$ cat src/rtl/io_channel_unit_pkg.sv
// rtl/io_channel_unit_pkg.sv - shared FSM encodings and defaults for the io channel unit
//
// Purpose : state encodings shared by the INP and OUT handshake FSMs, plus the
//           default data word width used by the top level.
// Ports   : none (package)

package io_channel_unit_pkg;

    // Handshake FSM encodings, shared by the INP and OUT sides.
    localparam logic [1:0] ST_IDLE = 2'd0;
    localparam logic [1:0] ST_WAIT = 2'd1;
    localparam logic [1:0] ST_ACK  = 2'd2;

    localparam int DW_DEFAULT = 16;

endpackage

$ cat src/rtl/io_fifo.sv
// rtl/io_fifo.sv - first-word-fall-through FIFO used for each channel direction
//
// Purpose : DEPTH-entry FIFO with combinational head (FWFT). A push into a full
//           FIFO or a pop from an empty one is ignored. Flushed by reset.
// Ports   : clk, rst_b      clock, async active-low reset
//           push, push_data write request and word
//           pop             remove head word
//           head            current head word (0 while empty)
//           full, empty     occupancy flags (from registered count)

module io_fifo #(
    parameter int DW    = 16,
    parameter int DEPTH = 4
) (
    input  logic          clk,
    input  logic          rst_b,
    input  logic          push,
    input  logic [DW-1:0] push_data,
    input  logic          pop,
    output logic [DW-1:0] head,
    output logic          full,
    output logic          empty
);

    localparam int AW = (DEPTH > 1) ? $clog2(DEPTH) : 1;

    logic [DW-1:0] mem [DEPTH];
    logic [AW-1:0] wr_ptr;
    logic [AW-1:0] rd_ptr;
    logic [AW:0]   count;
    logic          do_push;
    logic          do_pop;

    // Fullness is judged on the registered count, so a same-cycle pop never
    // makes room for a push into a full FIFO.
    assign full    = (count == (AW+1)'(DEPTH));
    assign empty   = (count == '0);
    assign do_push = push & ~full;
    assign do_pop  = pop & ~empty;

    // Head is forced to zero while empty so stale words never show after a flush.
    assign head = empty ? '0 : mem[rd_ptr];

    always_ff @(posedge clk) begin
        if (do_push) begin
            mem[wr_ptr] <= push_data;
        end
    end

    // Pointers wrap naturally because DEPTH is a power of two.
    always_ff @(posedge clk or negedge rst_b) begin
        if (!rst_b) begin
            wr_ptr <= '0;
            rd_ptr <= '0;
            count  <= '0;
        end else begin
            if (do_push) begin
                wr_ptr <= wr_ptr + 1'b1;
            end
            if (do_pop) begin
                rd_ptr <= rd_ptr + 1'b1;
            end
            case ({do_push, do_pop})
                2'b10:   count <= count + 1'b1;
                2'b01:   count <= count - 1'b1;
                default: count <= count;
            endcase
        end
    end

endmodule

$ cat src/rtl/io_channel_unit.sv
// rtl/io_channel_unit.sv - multi-channel buffered INP/OUT unit between the CU and devices
//
// Purpose : bridges the CU's four-phase INP/OUT handshakes to NCH device channels,
//           each with a receive FIFO (device->CU) and a transmit FIFO (CU->device).
// Ports   : clk, rst_b                         clock, async active-low reset
//           inp_req/inp_ch/inp_data/inp_ack     CU input handshake
//           out_req/out_ch/out_data/out_ack     CU output handshake
//           dev_in_data/valid/ready             per-channel device receive side
//           dev_out_data/valid/ready            per-channel device transmit side (FWFT)
//           inp_avail, out_space                per-channel FIFO status
//           err                                 sticky: request named channel >= NCH

module io_channel_unit
    import io_channel_unit_pkg::*;
#(
    parameter int DW    = DW_DEFAULT,
    parameter int DEPTH = 4,
    parameter int NCH   = 2,
    parameter int CHW   = 2
) (
    input  logic              clk,
    input  logic              rst_b,
    input  logic              inp_req,
    input  logic [CHW-1:0]    inp_ch,
    output logic [DW-1:0]     inp_data,
    output logic              inp_ack,
    input  logic              out_req,
    input  logic [CHW-1:0]    out_ch,
    input  logic [DW-1:0]     out_data,
    output logic              out_ack,
    input  logic [NCH*DW-1:0] dev_in_data,
    input  logic [NCH-1:0]    dev_in_valid,
    output logic [NCH-1:0]    dev_in_ready,
    output logic [NCH*DW-1:0] dev_out_data,
    output logic [NCH-1:0]    dev_out_valid,
    input  logic [NCH-1:0]    dev_out_ready,
    output logic [NCH-1:0]    inp_avail,
    output logic [NCH-1:0]    out_space,
    output logic              err
);

    logic [1:0]    inp_state;
    logic [1:0]    out_state;

    logic [DW-1:0] rx_head [NCH];
    logic [NCH-1:0] rx_full;
    logic [NCH-1:0] rx_empty;
    logic [NCH-1:0] rx_pop;
    logic [NCH-1:0] tx_full;
    logic [NCH-1:0] tx_empty;
    logic [NCH-1:0] tx_push;

    logic          inp_ch_ok;
    logic          out_ch_ok;
    logic [DW-1:0] rx_sel_head;
    logic          rx_sel_avail;
    logic          tx_sel_space;
    logic          inp_take;
    logic          out_give;

    // ------------------------------------------------------------------
    // Per-channel FIFOs
    // ------------------------------------------------------------------
    for (genvar i = 0; i < NCH; i++) begin : g_ch
        io_fifo #(.DW(DW), .DEPTH(DEPTH)) u_rx (
            .clk       (clk),
            .rst_b     (rst_b),
            .push      (dev_in_valid[i]),
            .push_data (dev_in_data[i*DW +: DW]),
            .pop       (rx_pop[i]),
            .head      (rx_head[i]),
            .full      (rx_full[i]),
            .empty     (rx_empty[i])
        );

        io_fifo #(.DW(DW), .DEPTH(DEPTH)) u_tx (
            .clk       (clk),
            .rst_b     (rst_b),
            .push      (tx_push[i]),
            .push_data (out_data),
            .pop       (dev_out_ready[i]),
            .head      (dev_out_data[i*DW +: DW]),
            .full      (tx_full[i]),
            .empty     (tx_empty[i])
        );
    end

    assign dev_in_ready  = ~rx_full;
    assign inp_avail     = ~rx_empty;
    assign dev_out_valid = ~tx_empty;
    assign out_space     = ~tx_full;

    assign inp_ack = (inp_state == ST_ACK);
    assign out_ack = (out_state == ST_ACK);

    assign inp_ch_ok = (32'(inp_ch) < NCH);
    assign out_ch_ok = (32'(out_ch) < NCH);

    // ------------------------------------------------------------------
    // Channel selection and FIFO strobes. IDLE needs a live request; WAIT
    // only exists for a valid channel whose request is still held.
    // ------------------------------------------------------------------
    always_comb begin
        rx_sel_head  = '0;
        rx_sel_avail = 1'b0;
        tx_sel_space = 1'b0;
        for (int i = 0; i < NCH; i++) begin
            if (32'(inp_ch) == i) begin
                rx_sel_head  = rx_head[i];
                rx_sel_avail = ~rx_empty[i];
            end
            if (32'(out_ch) == i) begin
                tx_sel_space = ~tx_full[i];
            end
        end
    end

    assign inp_take = inp_ch_ok && rx_sel_avail &&
                      (((inp_state == ST_IDLE) && inp_req) || (inp_state == ST_WAIT));
    assign out_give = out_ch_ok && tx_sel_space &&
                      (((out_state == ST_IDLE) && out_req) || (out_state == ST_WAIT));

    always_comb begin
        rx_pop  = '0;
        tx_push = '0;
        for (int i = 0; i < NCH; i++) begin
            rx_pop[i]  = inp_take && (32'(inp_ch) == i);
            tx_push[i] = out_give && (32'(out_ch) == i);
        end
    end

    // ------------------------------------------------------------------
    // INP handshake FSM
    // ------------------------------------------------------------------
    always_ff @(posedge clk or negedge rst_b) begin
        if (!rst_b) begin
            inp_state <= ST_IDLE;
            inp_data  <= '0;
        end else begin
            case (inp_state)
                ST_IDLE: begin
                    if (inp_req) begin
                        if (!inp_ch_ok) begin
                            inp_data  <= '0;
                            inp_state <= ST_ACK;
                        end else if (inp_take) begin
                            inp_data  <= rx_sel_head;
                            inp_state <= ST_ACK;
                        end else begin
                            inp_state <= ST_WAIT;
                        end
                    end
                end
                ST_WAIT: begin
                    if (inp_take) begin
                        inp_data  <= rx_sel_head;
                        inp_state <= ST_ACK;
                    end
                end
                ST_ACK: begin
                    if (!inp_req) begin
                        inp_state <= ST_IDLE;
                    end
                end
                default: inp_state <= ST_IDLE;
            endcase
        end
    end

    // ------------------------------------------------------------------
    // OUT handshake FSM (the push itself happens through tx_push)
    // ------------------------------------------------------------------
    always_ff @(posedge clk or negedge rst_b) begin
        if (!rst_b) begin
            out_state <= ST_IDLE;
        end else begin
            case (out_state)
                ST_IDLE: begin
                    if (out_req) begin
                        if (!out_ch_ok || out_give) begin
                            out_state <= ST_ACK;
                        end else begin
                            out_state <= ST_WAIT;
                        end
                    end
                end
                ST_WAIT: begin
                    if (out_give) begin
                        out_state <= ST_ACK;
                    end
                end
                ST_ACK: begin
                    if (!out_req) begin
                        out_state <= ST_IDLE;
                    end
                end
                default: out_state <= ST_IDLE;
            endcase
        end
    end

    // Sticky error; only reset clears it.
    always_ff @(posedge clk or negedge rst_b) begin
        if (!rst_b) begin
            err <= 1'b0;
        end else if (((inp_state == ST_IDLE) && inp_req && !inp_ch_ok) ||
                     ((out_state == ST_IDLE) && out_req && !out_ch_ok)) begin
            err <= 1'b1;
        end
    end

endmodule

$ cat config.mk
export PLATFORM = sky130hd
export DESIGN_NAME = io_channel_unit
export DESIGN_NICKNAME = d
export VERILOG_FILES = /design/src/rtl/io_channel_unit_pkg.sv /design/src/rtl/io_fifo.sv /design/src/rtl/io_channel_unit.sv
export SDC_FILE = /design/constraint.sdc
export NUM_CORES = 1
export LEC_CHECK = 0
export BUFFER_PORTS_ARGS = -buffer_cell sky130_fd_sc_hd__clkbuf_2
export CELL_PAD_IN_SITES_DETAIL_PLACEMENT = 0
export CELL_PAD_IN_SITES_GLOBAL_PLACEMENT = 1
export CORE_UTILIZATION = 46
export CTS_CLUSTER_SIZE = 24
export DETAILED_ROUTE_END_ITERATION = 8
export GPL_TIMING_DRIVEN = 0
export HOLD_SLACK_MARGIN = 0.02
export PLACE_DENSITY_LB_ADDON = 0.1
export SYNTH_ARGS = -nofsm -noshare
export SYNTH_HDL_FRONTEND = slang
export SYNTH_SLANG_ARGS = --single-unit
$ cat constraint.sdc
create_clock -name clk -period 2.1 [get_ports clk]
set_clock_uncertainty 0.2 [all_clocks]
set_input_delay 0.42 -clock clk [delete_from_list [all_inputs] [get_ports clk]]
set_output_delay 0.42 -clock clk [all_outputs]
set_load 0.03 [all_outputs]
After elaboration in Yosys (flattened, before gate mapping)
Memory sizes are Yosys's and may differ from the RTL's.
Cells that the tools add are included.
Word-level totals
  output and inout bits: 59
  latch bits: 0
  flip-flop bits (word level): 49
  logic and storage cells: 153
  input port bits: 60
  RAM bits: 256
  bits in read-only memories: 0
  memories kept: 4
Operators by class
  bitwise operators: 20
  divide/modulo/power cells: 0
  order comparisons: 2
  equality and inequality tests: 24
  $add $sub $neg: 16
  reduce and logical (&&, ||, !) cells: 34
  mux-type cells: 37
  $mul: 0
  shift operators: 0
Memories
  g_ch[0].u_rx.mem: words 4, width 16, read ports 1, clocked after memory_dff 0, wr ports 1, line io_fifo.sv:27  | logic [DW-1:0] mem [DEPTH];
  g_ch[0].u_tx.mem: words 4, width 16, read ports 1, clocked after memory_dff 0, wr ports 1, line io_fifo.sv:27
  g_ch[1].u_rx.mem: words 4, width 16, read ports 1, clocked after memory_dff 0, wr ports 1, line io_fifo.sv:27
  g_ch[1].u_tx.mem: words 4, width 16, read ports 1, clocked after memory_dff 0, wr ports 1, line io_fifo.sv:27
Operators with widths (number)
  two-way mux 16 bit: 9
  case mux 16 bit (2 select lines): 1
  case mux 3 bit (2 select lines): 4
  two-way mux 2 bit: 9
  adder 2 x 1 -> 2 bit (second input constant): 8
  == test 2 x 1 -> 1 bit (second input constant): 8
  adder 3 x 1 -> 3 bit (second input constant): 4
  == test 2 bit (second input constant): 6
  == test 3 bit (second input constant): 4
  logical AND 1 bit: 12
  logical NOT 3 bit: 4
  two-way mux 1 bit: 12
  inequality test 2 bit (second input constant): 6
  case mux 2 bit (3 select lines): 2
  subtractor 3 x 1 -> 3 bit (second input constant): 4
  nonzero test 2 bit: 5
  bitwise AND 1 bit: 8
  logical NOT 2 bit: 4
  NOT 1 bit: 8
  NOT 2 bit: 4
  AND reduction 3 bit: 2
  logical OR 1 bit: 4
  < comparator 2 bit (second input constant): 2
  logical NOT 1 bit: 2
  AND reduction 2 bit: 1

Longest topological paths before layout
  depth after elaboration: 10
  depth in mapped cells: 11
  depth with buffers taken out: 10

Hierarchy
A second synthesis with hierarchy kept.
Unflattened totals
  cell total of the unflattened synthesis: 690
  area, all modules: 13147.6 sq um
By module, submodules not included
  io_fifo: area an instance 2955.3 sq um, cells an instance 139, seq. area each 2097.0 sq um, instances 4
  io_channel_unit: area an instance 1326.3 sq um, cells an instance 134, seq. area each 525.5 sq um, instances 1

Worst setup path before layout
OpenSTA, ideal clock, no wires.
  path type: reg-to-reg
  start: reg g_ch[1].u_rx.count[1]
  end: reg g_ch[1].u_rx.count[1]
  library setup time: 0.083 ns
  stages on the path, launching flop included: 9
  setup slack: -0.481 ns
  data required time: 1.817 ns
  path buffers: 1
  arrival time: 2.298 ns
  clock period less this slack: 2.581 ns
  cell sequence: dfrtp_1 > or3_1 > and3_1 > clkbuf_1 > and2_1 > ha_1 > inv_1 > fa_1 > o21ai_0
Between the ends
  cells in the longest elaborated chain, start to end: 9
  elaborated cells on any way between the ends: 16
  those cells by class: 2 x add/sub; 3 x eq/ne; 2 x mux; 4 x bitwise; 5 x reduce/logical
Ends and longest elaborated chain
  start, declared: line io_fifo.sv:30  | logic [AW:0] count;
  start signal, assigned: line io_fifo.sv:64  | 2'b10: count <= count + 1'b1;
  start signal, assigned: line io_fifo.sv:65  | 2'b01: count <= count - 1'b1;
  start signal, assigned: line io_fifo.sv:66  | default: count <= count;
  logical NOT 3 bit *: line io_fifo.sv:37  | assign empty = (count == '0);
  NOT 1 bit *: line io_fifo.sv:39, io_channel_unit.sv:110
  two-way mux 1 bit: line io_channel_unit.sv:108  | if (32'(inp_ch) == i) begin
  logical AND 1 bit (2 in series): line io_channel_unit.sv:118  | assign inp_take = inp_ch_ok && rx_sel_avail &&
  logical AND 1 bit: line io_channel_unit.sv:127  | rx_pop[i] = inp_take && (32'(inp_ch) == i);
  bitwise AND 1 bit *: line io_fifo.sv:39  | assign do_pop = pop & ~empty;
  named net g_ch[1].u_rx.do_pop: line io_fifo.sv:32  | logic do_pop;
  == test 2 x 1 -> 1 bit or == test 2 bit (tied branches): line io_fifo.sv:63  | case ({do_push, do_pop})
  case mux 3 bit (2 select lines) or nonzero test 2 bit (tied branches)
Mark *: on every way through the listed nets, which the timed path passes. The rest lies on a longest branch.
A chain may end at the register's enable or synchronous reset.

Worst setup path in the final report
  start: reg g_ch[0].u_tx.rd_ptr[0]
  end: out dev_out_data[13]
Between the ends
  cells in the longest elaborated chain, start to end: 2
Ends and longest elaborated chain
  start, declared: line io_fifo.sv:29  | logic [AW-1:0] rd_ptr;
  start signal, assigned: line io_fifo.sv:61  | rd_ptr <= rd_ptr + 1'b1;
  memory read (4 x 16 bit)
  two-way mux 16 bit: line io_fifo.sv:42  | assign head = empty ? '0 : mem[rd_ptr];
  end, declared: line io_channel_unit.sv:34  | output logic [NCH*DW-1:0] dev_out_data,
No other way between the ends.

==> flow_summary.ini <==
[status]
status = complete, but fails checks
violations = negative setup slack

[grt]
grt_pass1_wl_mm = 37.9
globalRouteTotalUtil_pct = 19.1
grt_max_degree = 50
grt_overflow_total = 0
busiest_layer = met2
gr-usage-met1_pct = 23.8
met3_usage_pct = 3.31
grt_use_met2_pct = 34.3
grt_antenna_before_repair = 0
grt_pass1_vias = 6878

[floorplanning]
coreArea_um2 = 25500
start_util_pct = 47.4
dieArea_um2 = 26900
dieWidth_um = 164
pin_count = 119
die_h_um = 164
row_count = 58

[worst_hold_path]
hold_class = in2reg
min_to = err
min_from = inp_req
holdPathStages = 3

[finish]
final-instance-count-excl-fill = 1214
antenna_cells = 0
drive_above_1_share_pct = 46.0
syn2layout_area_growth_pct = 33.4
utilization_pct = 63.3
fin_nets = 944

[timing]
setup_ws_ns = -0.517
fin_crit_ns = 2.62
max_clock_freq_mhz = 382
rsz0062_at_grt = true
tightest_slew_ns = 0.907
slew_headroom_pct = 39.5
setup_viol = 43
hold_viol = 0
final_max_slew_viol_count = 0
period_share_pct = 125
setup_tns_ns = -16.45

[placement]
dp_hpwl_mm = 15.5
dpl.cell_count = 1064
io_buffer_count = 118
gp_congestion = 0.723

[clock_network]
cts_tree = built
clock_tree.buffer_depth = 3
cts_root_buffer = clkbuf_16
clk_pin_slew_worst_paths_ns = 0.06
clk_latency_ns = 0.56
cts_sinks = 305
cts_buffers = 31
htreeDepth = 1

[yosys]
synth-xor-area-share_pct = 1.74
yosys-top-cells-count = edfxtp_1, mux4_2, dfrtp_1
synth_area_per_cell_um2 = 19.6
synth-async-reset-ratio_pct = 16.1
ys_seq_elements = 305
syn-num-nets = 700
synthCells = 616
synth_compound_area_share_pct = 2.63
synth_area_leaders = edfxtp_1, mux4_2, dfrtp_1, and2_1, ha_1
synth_fa_ha_area_share_pct = 2.73
synth_simple_gate_area_share_pct = 4.58
yosysMostFrequentCell = edfxtp_1
yosysWarnings = 0
synth.top_cell.area_share_pct = 63.6
syn_area_um2 = 12100
synth_cell_types = 38
muxShareOfSynthArea_pct = 12.6
synth-edff-count = 256
synth_top_cell_by_area = edfxtp_1
synthFlopType = edfxtp_1
ys_seq_area_share_pct = 73.8
synth_top_family_by_area = multiplexers

[detailed_routing]
routed_wl_mm = 24.7
via_per_inst = 5.25
wl_per_cell_um = 20.3
num_vias = 6375
dr.pass1.iters = 5
drc_errors = 0
drtAntennaViolNets = 0
drt_first_iter_violations = 435

[worst_setup_path]
startpoint = g_ch[0].u_tx.rd_ptr[0]
critPathArrivalTime_ns = 2.00
crit_type = reg2out
cp-end-kind = primary output
worst_r2r_path_depth = 10
r2r_slack_ns = -0.11
start_kind = register
r2r-end = g_ch[0].u_tx.count[2]
cp.required_ns = 1.48
cp_max_fo = 5
r2r-start = out_state[0]

[power_and_ir_drop]
leakage_uw = 0.00597
ir_worst_vdd_v = 0.00117
powerDensity_nw_per_um2 = 1460

[flow_run]
cap_violations = 0
## layout make-up
| class | count | area [µm²] |
|---|---|---|
| Tap cell | 330 | 413 |
| Clock inverter | 25 | 365 |
| Timing Repair Buffer | 219 | 1980 |
| Clock buffer | 32 | 779 |
| Inverter | 26 | 105 |
| Fill cell | 1794 | 9360 |
| Buffer | 21 | 267 |
| Sequential cell | 305 | 8920 |
| Multi-Input combinational cell | 256 | 3280 |
## cells by family (layout without fill, tap and decap cells)
group | after synthesis | in the layout
compound gates | 41 | 41
xor+xnor | 24 | 24
fa+ha+maj | 24 | 24
buf+inv | 55 | 323
flops | 305 | 305
mux | 71 | 71
simple gates | 96 | 96
## per-stage QoR
| stage | area [µm²] | hold slack (ns) | setup slack (ns) | power (µW) |
|---|---|---|---|---|
| after CTS | 15900 | 0.0329 | -0.554 | 23300 |
| after global placement | 13200 | 0.258 | -0.476 | 14800 |
| after global routing | 16100 | 0.0516 | -0.575 | 24700 |
| after detailed placement | 13200 | 0.263 | -0.552 | 15000 |
| after floorplan | 12200 | -0.0756 | -0.269 | 13100 |
| final | 16100 | 0.0550 | -0.517 | 23600 |
## sequential cells by signal, summed over array words and instances (netlist names)
register / cells
inp_data: 16
g_ch.u_tx.rd_ptr: 4
g_ch.u_rx.mem: 128
inp_state: 2
g_ch.u_tx.wr_ptr: 4
g_ch.u_tx.mem: 128
g_ch.u_tx.count: 6
out_state: 2
g_ch.u_rx.rd_ptr: 4
err: 1
g_ch.u_rx.count: 6
g_ch.u_rx.wr_ptr: 4
## what timing repair did
action                     4_1_cts  5_1_grt
cloned                           4        0
hold endpoints to repair       312        2
setup endpoints to repair      185      226
gates resized for setup        184       70
hold buffers                    56        1
pin swaps                       49       20
buffers inserted                37        4
## routing by layer
layer | vias up | part of all wire [%]
met5 | - | 0
met4 | 0 | 1.8
met3 | 36 | 4.5
met2 | 158 | 53
met1 | 3258 | 41
li1 | 2923 | -
## power by group
part	total, µW	switching, µW	leakage, µW	internal (µW)
Clock	6060	2340	0.000542	3720
Sequential	8250	581	0.00292	7670
Combinational	9270	4430	0.00250	4840
Total	23600	7350	0.00597	16200
## worst max-delay path: stages, from the launching register on
cell     delay, ns
dfrtp_1       0.36
buf_8         0.15
buf_12        0.13
mux4_2        0.51
and2_4        0.17
buf_8         0.13
## cells in the final DEF (no fill, tap or decap), drive strengths merged, types with 10 or more instances in the layout
| cell | instances |
|---|---|
| and2 | 46 |
| and3 | 10 |
| inv | 32 |
| o2bb2ai | 16 |
| clkbuf | 122 |
| buf | 94 |
| dfrtp | 49 |
| ha | 20 |
| xor2 | 11 |
| nor2 | 11 |
| edfxtp | 256 |
| a22oi | 16 |
| mux4 | 64 |
| dlygate4sd3 | 56 |
| xnor2 | 13 |
## worst max path at each step
stage | end | depth (start not counted)
CTS | dev_out_data[1] | 5
floorplan | g_ch[1].u_rx.count[2] | 10
finish | dev_out_data[13] | 5
detailed placement | g_ch[1].u_tx.mem[0][15] | 5
global route | dev_out_data[22] | 5
global placement | g_ch[1].u_tx.mem[0][1] | 5
No activity file was read; power rests on OpenSTA's default activity.
